### src/rtl/shift141_seq.sv
// Sequencer for a chain of mc10141 universal shift-register slices: optional
// parallel load, `count` shift cycles with end-fill selection, then HOLD + done.
module shift141_seq #(
    parameter int unsigned CNTW = 6
) (
    input  logic            clk,
    input  logic            reset,
    input  logic            req,
    input  logic            ld,
    input  logic            dir,
    input  logic [1:0]      fill,
    input  logic [CNTW-1:0] count,
    input  logic            chainQ0,
    input  logic            chainQ3,
    output logic [1:0]      s,
    output logic            d0In,
    output logic            d3In,
    output logic            ack,
    output logic            busy,
    output logic            done
);

    typedef enum logic [1:0] {
        ST_IDLE,
        ST_LOAD,
        ST_SHIFT,
        ST_DONE
    } state_t;

    typedef enum logic [1:0] {
        M_LOAD   = 2'd0,
        M_SHIFTL = 2'd1,
        M_SHIFTR = 2'd2,
        M_HOLD   = 2'd3
    } mode_t;

    state_t          state, state_next;
    mode_t           mode_q, mode_next;
    logic            dir_q, dir_next;
    logic [1:0]      fill_q, fill_next;
    logic [CNTW-1:0] rem, rem_next;
    logic            ack_next, busy_next, done_next;
    logic            fill_bit;

    always_ff @(posedge clk) begin
        if (reset) begin
            state  <= ST_IDLE;
            mode_q <= M_HOLD;
            dir_q  <= 1'b0;
            fill_q <= '0;
            rem    <= '0;
            ack    <= 1'b0;
            busy   <= 1'b0;
            done   <= 1'b0;
        end else begin
            state  <= state_next;
            mode_q <= mode_next;
            dir_q  <= dir_next;
            fill_q <= fill_next;
            rem    <= rem_next;
            ack    <= ack_next;
            busy   <= busy_next;
            done   <= done_next;
        end
    end

    always_comb begin
        state_next = state;
        dir_next   = dir_q;
        fill_next  = fill_q;
        rem_next   = rem;
        ack_next   = 1'b0;
        case (state)
            ST_IDLE: begin
                if (req) begin
                    ack_next  = 1'b1;
                    dir_next  = dir;
                    fill_next = fill;
                    rem_next  = count;
                    if (ld)
                        state_next = ST_LOAD;
                    else if (count != '0)
                        state_next = ST_SHIFT;
                    else
                        state_next = ST_DONE;
                end
            end
            ST_LOAD:
                state_next = (rem != '0) ? ST_SHIFT : ST_DONE;
            ST_SHIFT: begin
                // Saturating decrement; exit on the edge that takes rem to zero.
                if (rem != '0)
                    rem_next = rem - CNTW'(1);
                if (rem <= CNTW'(1))
                    state_next = ST_DONE;
            end
            ST_DONE:
                state_next = ST_IDLE;
            default:
                state_next = ST_IDLE;
        endcase

        // Mode and status are registered from the next state so `s` never glitches.
        case (state_next)
            ST_LOAD:  mode_next = M_LOAD;
            ST_SHIFT: mode_next = dir_next ? M_SHIFTR : M_SHIFTL;
            default:  mode_next = M_HOLD;
        endcase
        busy_next = (state_next != ST_IDLE);
        done_next = (state_next == ST_DONE);
    end

    always_comb begin
        fill_bit = 1'b0;
        case (fill_q)
            2'b00: fill_bit = 1'b0;
            2'b01: fill_bit = 1'b1;
            2'b10: fill_bit = dir_q ? chainQ0 : chainQ3;
            2'b11: fill_bit = dir_q ? 1'b0 : chainQ0;
            default: fill_bit = 1'b0;
        endcase
    end

    assign s    = mode_q;
    assign d0In = (state == ST_SHIFT) && !dir_q && fill_bit;
    assign d3In = (state == ST_SHIFT) && dir_q && fill_bit;

endmodule

### config.mk
export PLATFORM = sky130hd
export DESIGN_NAME = shift141_seq
export DESIGN_NICKNAME = d
export VERILOG_FILES = /design/src/rtl/shift141_seq.sv
export SDC_FILE = /design/constraint.sdc
export NUM_CORES = 1
export LEC_CHECK = 0
export CELL_PAD_IN_SITES_DETAIL_PLACEMENT = 0
export CELL_PAD_IN_SITES_GLOBAL_PLACEMENT = 1
export CORE_UTILIZATION = 35
export CTS_CLUSTER_SIZE = 12
export DETAILED_ROUTE_END_ITERATION = 10
export PLACE_DENSITY = 0.83
export RECOVER_POWER = 25
export SETUP_SLACK_MARGIN = 0.15
export SLEW_MARGIN = 10
export SYNTH_ARGS = -nofsm -noshare
export SYNTH_HDL_FRONTEND = slang
export SYNTH_SLANG_ARGS = --single-unit
### constraint.sdc
create_clock -name clk -period 2.1 [get_ports clk]
set_input_delay 0.42 -clock clk [delete_from_list [all_inputs] [get_ports clk]]
set_output_delay 0.42 -clock clk [all_outputs]
set_load 0.1 [all_outputs]
==> results of run 1 <==
## worst max-delay path, stage by stage (launching register included)
cell and delay [ps]:
dfxtp_1 370, inv_2 100, ha_4 140, inv_4 60, nor4_4 300, buf_12 210
## Yosys cell counts, types with 2 or more instances
cell / instances
a21oi_1: 10
dfxtp_1: 16
a211oi_1: 2
nor4_1: 2
nand2b_1: 2
mux2i_1: 6
a2bb2oi_1: 2
o21ai_0: 4
nand2_1: 11
nor2_1: 9
clkbuf_1: 2
nand3_1: 2
or4_1: 2
ha_1: 6
o21a_1: 2
o31ai_1: 2
inv_1: 6
## state kept, by name, summed over array words and instances (netlist names)
| name | flops |
|---|---|
| state | 2 |
| fill_q | 2 |
| rem | 6 |
| dir_q | 1 |
| busy | 1 |
| s | 2 |
| ack | 1 |
| done | 1 |
## worst max path at each step
stage                       to  slack (ps)  depth (start not counted)  startpoint
after floorplan           d0In         -10                          4    state[0]
after global placement    s[1]           7                          5    count[4]
after detailed placement  s[0]         -20                          5    count[4]
after CTS                 d3In         200                          5     chainQ0
after global routing      d0In         150                          5    state[0]
final                     d0In         220                          5    state[0]
## layout make-up
class                      count  area share (%)
multi-input combinational     82            45.8
sequential                    16            24.5
timing repair buffer          32            22.3
tap                           30            2.85
clock buffer                   4            2.76
inverter                       6            1.90
## power by group
part	internal (mW)	total, mW	switching [mW]	leakage (nW)
Combinational	0.306	0.768	0.462	0.390
Clock	0.105	0.210	0.104	0.0210
Sequential	0.371	0.431	0.0606	0.132
## stage by stage
stage               hold WS, ps  cells  TNS (ps)
finish                      491    170         0
floorplan                   457    109     -9.91
global placement            468    164         0
detailed placement          479    164     -25.2
global route                538    170         0
CTS                         495    170         0
## cells by family after synthesis
kind of cell	Yosys count	share of synthesized area, %
AO/OA/AOI/OAI	32	25.1
adder cells (fa/ha/maj)	6	8.02
buffers and inverters	11	4.95
flip-flops	16	34.2
multiplexers	6	6.42
AND/OR/NAND/NOR	38	21.3
## metal layers
layer | GRT usage (%) | vias to the layer above | part of all wire (%)
li1 | - | 458 | -
met1 | 23.3 | 405 | 50
met2 | 28.0 | 35 | 43
met3 | 2.82 | 2 | 5.9
met4 | 5.26 | 0 | 0.67
met5 | 0 | - | 0
## what timing repair did
action	CTS	global route
setup buffers	2	0
gates resized for setup	0	2
endpoints found under the setup margin	1	1
pin swaps	0	1
==> impl_metrics.ini, run 1 <==
[worst_hold_path]
hold_start = rem[5]
hold_path_class = flip-flop to flip-flop
hold_depth = 2
worst_hold_path.endpoint = rem[5]

[synth]
synth-edff-count = 0
synth-main-ff-cell = dfxtp_1
yosysTopAreaCell = dfxtp_1
avgSynthCellArea_um2 = 8.59
syn-num-nets = 130
ys_seq_area_share_pct = 34.2
ys_ff_latch = 16
ys_top_cells_by_area = dfxtp_1, ha_1, mux2i_1, a21oi_1, nand2_1
synth_top_cell_area_share_pct = 34.2
synth_warnings = 0
syn_inst = 109
synth.cell_area_um2 = 936
postSynth.asyncResetShare_pct = 0
yosysUniqueCellTypes = 40

[global_routing]
grt_usage_pct = 17.3
antenna_found_initial = 0
grt_pass1_wl_um = 3610
grt_pass1_vias = 818
overflow = 0
grt_max_degree = 14

[floorplan]
initial_core_util_pct = 37.4
rows = 18
die_area_um2 = 2880
die_x_um = 53.7
coreArea_um2 = 2500
die_h_um = 53.7
io_pins = 22

[worst_setup_path]
worst-r2r-cell-count = 9
criticalPathCategory = flip-flop to output port
r2r-start = state[0]
cp.required_ps = 1680
worstPathMaxFanout = 8
cp.arrival_ps = 1460
crit_path_start_kind = flip-flop
cp-end-kind = output port
r2r_slack_ps = 310
worstReg2RegEnd = rem[3]

[power]
powerDensity_nw_per_um2 = 1070
power.total_mw = 1.41
peakVddDrop_uv = 703
power.leakage_nw = 0.543

[finish]
nets = 162
antennaDiodeCount = 0
seq_area_um2 = 322
final_cell_mix = dfxtp_1, clkdlybuf4s50_1, buf_4, nand2_1, a21oi_1
drive_gt1_share_pct = 25.7
final_common_cell = dfxtp_1
multiInputGateArea_um2 = 602
utilization_pct = 52.6
fillers = 233
area_growth_pct = 40.5
postLayoutCellArea_um2 = 1320

[clocking]
cts_tree = built
ctsHoldBuffers = 0
cts_max_level = 1
clock-root-buffer = clkbuf_4
clock-sinks = 16
cts_buffers = 3
insertion_delay_ps = 290
clockBufferDepth = 2
clk_pin_slew_worst_paths_ps = 110

[timing]
min_period_over_period_pct = 89.3
finalWorstSetupSlack_ps = 224
fmax_mhz = 533
tightest_slew_ps = 544
finalHoldViolations = 0
finalClockSkew_ps = 9.09
setup_viol = 0
period_needed_ps = 1880
rsz0062_at_grt = no
slew_headroom_pct = 63.9
slew_viol_final = 0

[route]
drc = 0
drtIter0Drc = 37
wl_um = 2240
postRouteAntennaNets = 0
vias = 900
via_per_inst = 5.29
wire_per_inst_um = 13.1
first_pass_iters = 4

[job]
cap_violations = 0

[outcome]
status = finished, final reports clean

[placement]
numPortBuffers = 21
preCtsSetupSlack_ps = -17.9
dp_hpwl_um = 1660
place_area_um2 = 1270
gp_congestion = 0.801
Power figures use the tool's default switching activity.
==> run 2, diff against run 1 <==
- CORE_ASPECT_RATIO: unset -> 2
- TNS_END_PERCENT: unset -> 5
==> impl_metrics.ini, run 2 (synthesis results as in run 1) <==
[finish]
area_growth_pct = 40.5
antennaDiodeCount = 0
largest-register = rem
utilization_pct = 51.8
nets = 161
final_cell_mix = dfxtp_1, clkdlybuf4s50_1, nand2_1, a21oi_1, buf_4
largest_register_ffs = 6
drive_gt1_share_pct = 25.2

[clocking]
cts_resized = 0
insertion_delay_ps = 260
clock-sinks = 16
ctsHoldBuffers = 0
cts_setup_buffers = 2
cts_max_level = 1
clockBufferDepth = 2
clock-root-buffer = clkbuf_8
cts_tree = built
clk_pin_slew_worst_paths_ps = 60
cts_buffers = 3

[floorplan]
initial_core_util_pct = 36.9
rows = 26
coreArea_um2 = 2540
io_pins = 22
die_x_um = 38.6
die_area_um2 = 2900
die_h_um = 75.1

[timing]
tightest_slew_ps = 534
finalClockSkew_ps = 3.12
fmax_mhz = 530
min_period_over_period_pct = 89.9
slew_viol_final = 0
holdWs_ps = 500
slew_headroom_pct = 64.3
period_needed_ps = 1890
setup_viol = 0
tns_ps = 0
finalHoldViolations = 0
rsz0062_at_grt = no

[global_routing]
grt_pass1_wl_um = 4080
grt_pass1_vias = 891
antenna_found_initial = 0
grt_usage_pct = 19.9
grt_max_degree = 14
overflow = 0

[power]
powerDensity_nw_per_um2 = 1140
power.leakage_nw = 0.538
power.total_mw = 1.50
peakVddDrop_uv = 514

[worst_hold_path]
worst_hold_path.endpoint = rem[5]
hold_depth = 2
hold_start = rem[5]
hold_path_class = flip-flop to flip-flop

[worst_setup_path]
criticalPathCategory = primary input to output port
cp.arrival_ps = 1470
cp.required_ps = 1680
timing.critical_path.from = chainQ3
critPathSlowestCell = clkdlybuf4s50_1
worstPathMaxFanout = 1
path_cells = clkdlybuf4s50_1 -> a21oi_1 -> nor4_4 -> buf_12
r2r-start = state[0]
r2r_slack_ps = 340
cp-end-kind = output port
worstReg2RegEnd = rem[2]
worst-r2r-cell-count = 7
crit_path_start_kind = primary input
slowest_delay_ps = 450

[route]
drc = 0
drtIter0Drc = 31
first_pass_iters = 4
wire_per_inst_um = 15.4
wl_um = 2570
via_per_inst = 5.42
vias = 905
postRouteAntennaNets = 0

[placement]
dp_hpwl_um = 1940
gp_congestion = 0.914
numPortBuffers = 21

[job]
cap_violations = 0

[outcome]
status = finished, final reports clean
-- run 2: worst max path at each step --
stage | to | cells past startpoint | slack [ps]
6_report | d0In | 4 | 210
3_5_place_dp | s[1] | 5 | -10
3_3_place_gp | s[1] | 5 | -2
2_1_floorplan | d0In | 4 | -10
5_1_grt | d3In | 5 | 150
4_1_cts | d3In | 5 | 210
-- run 2: through the flow --
step	setup slack [ps]	cell area [um^2]	cells
6_report	212	1320	167
3_5_place_dp	-10.6	1260	161
5_1_grt	153	1320	167
3_3_place_gp	-2.40	1260	161
4_1_cts	210	1330	167
2_1_floorplan	-9.91	968	109
-- run 2: power breakdown --
group / leakage, nW / internal (mW) / switching, mW
logic: 0.377 / 0.305 / 0.477
clock network: 0.0288 / 0.167 / 0.117
registers: 0.133 / 0.372 / 0.0632
total: 0.538 / 0.844 / 0.657
-- run 2: final cells by class --
| cell class | instances | area, um^2 |
|---|---|---|
| sequential | 16 | 323 |
| clock buffer | 4 | 55.1 |
| inverter | 6 | 25.0 |
| tap | 28 | 35.0 |
| timing repair buffer | 31 | 280 |
| fill | 255 | 1220 |
| multi-input combinational | 82 | 597 |
-- run 2: worst max-delay path: cells and delay by family --
kind,cells,cell delay (ps)
simple gates,1,280
buf+inv,2,670
compound gates,1,90
-- run 2: layer usage --
| layer | global-route usage, % | share of wire (%) | vias up |
|---|---|---|---|
| li1 | - | - | 457 |
| met1 | 22.5 | 41 | 417 |
| met2 | 34.3 | 52 | 24 |
| met3 | 2.36 | 3.7 | 7 |
| met4 | 11.1 | 3.0 | 0 |
| met5 | 0 | 0 | - |
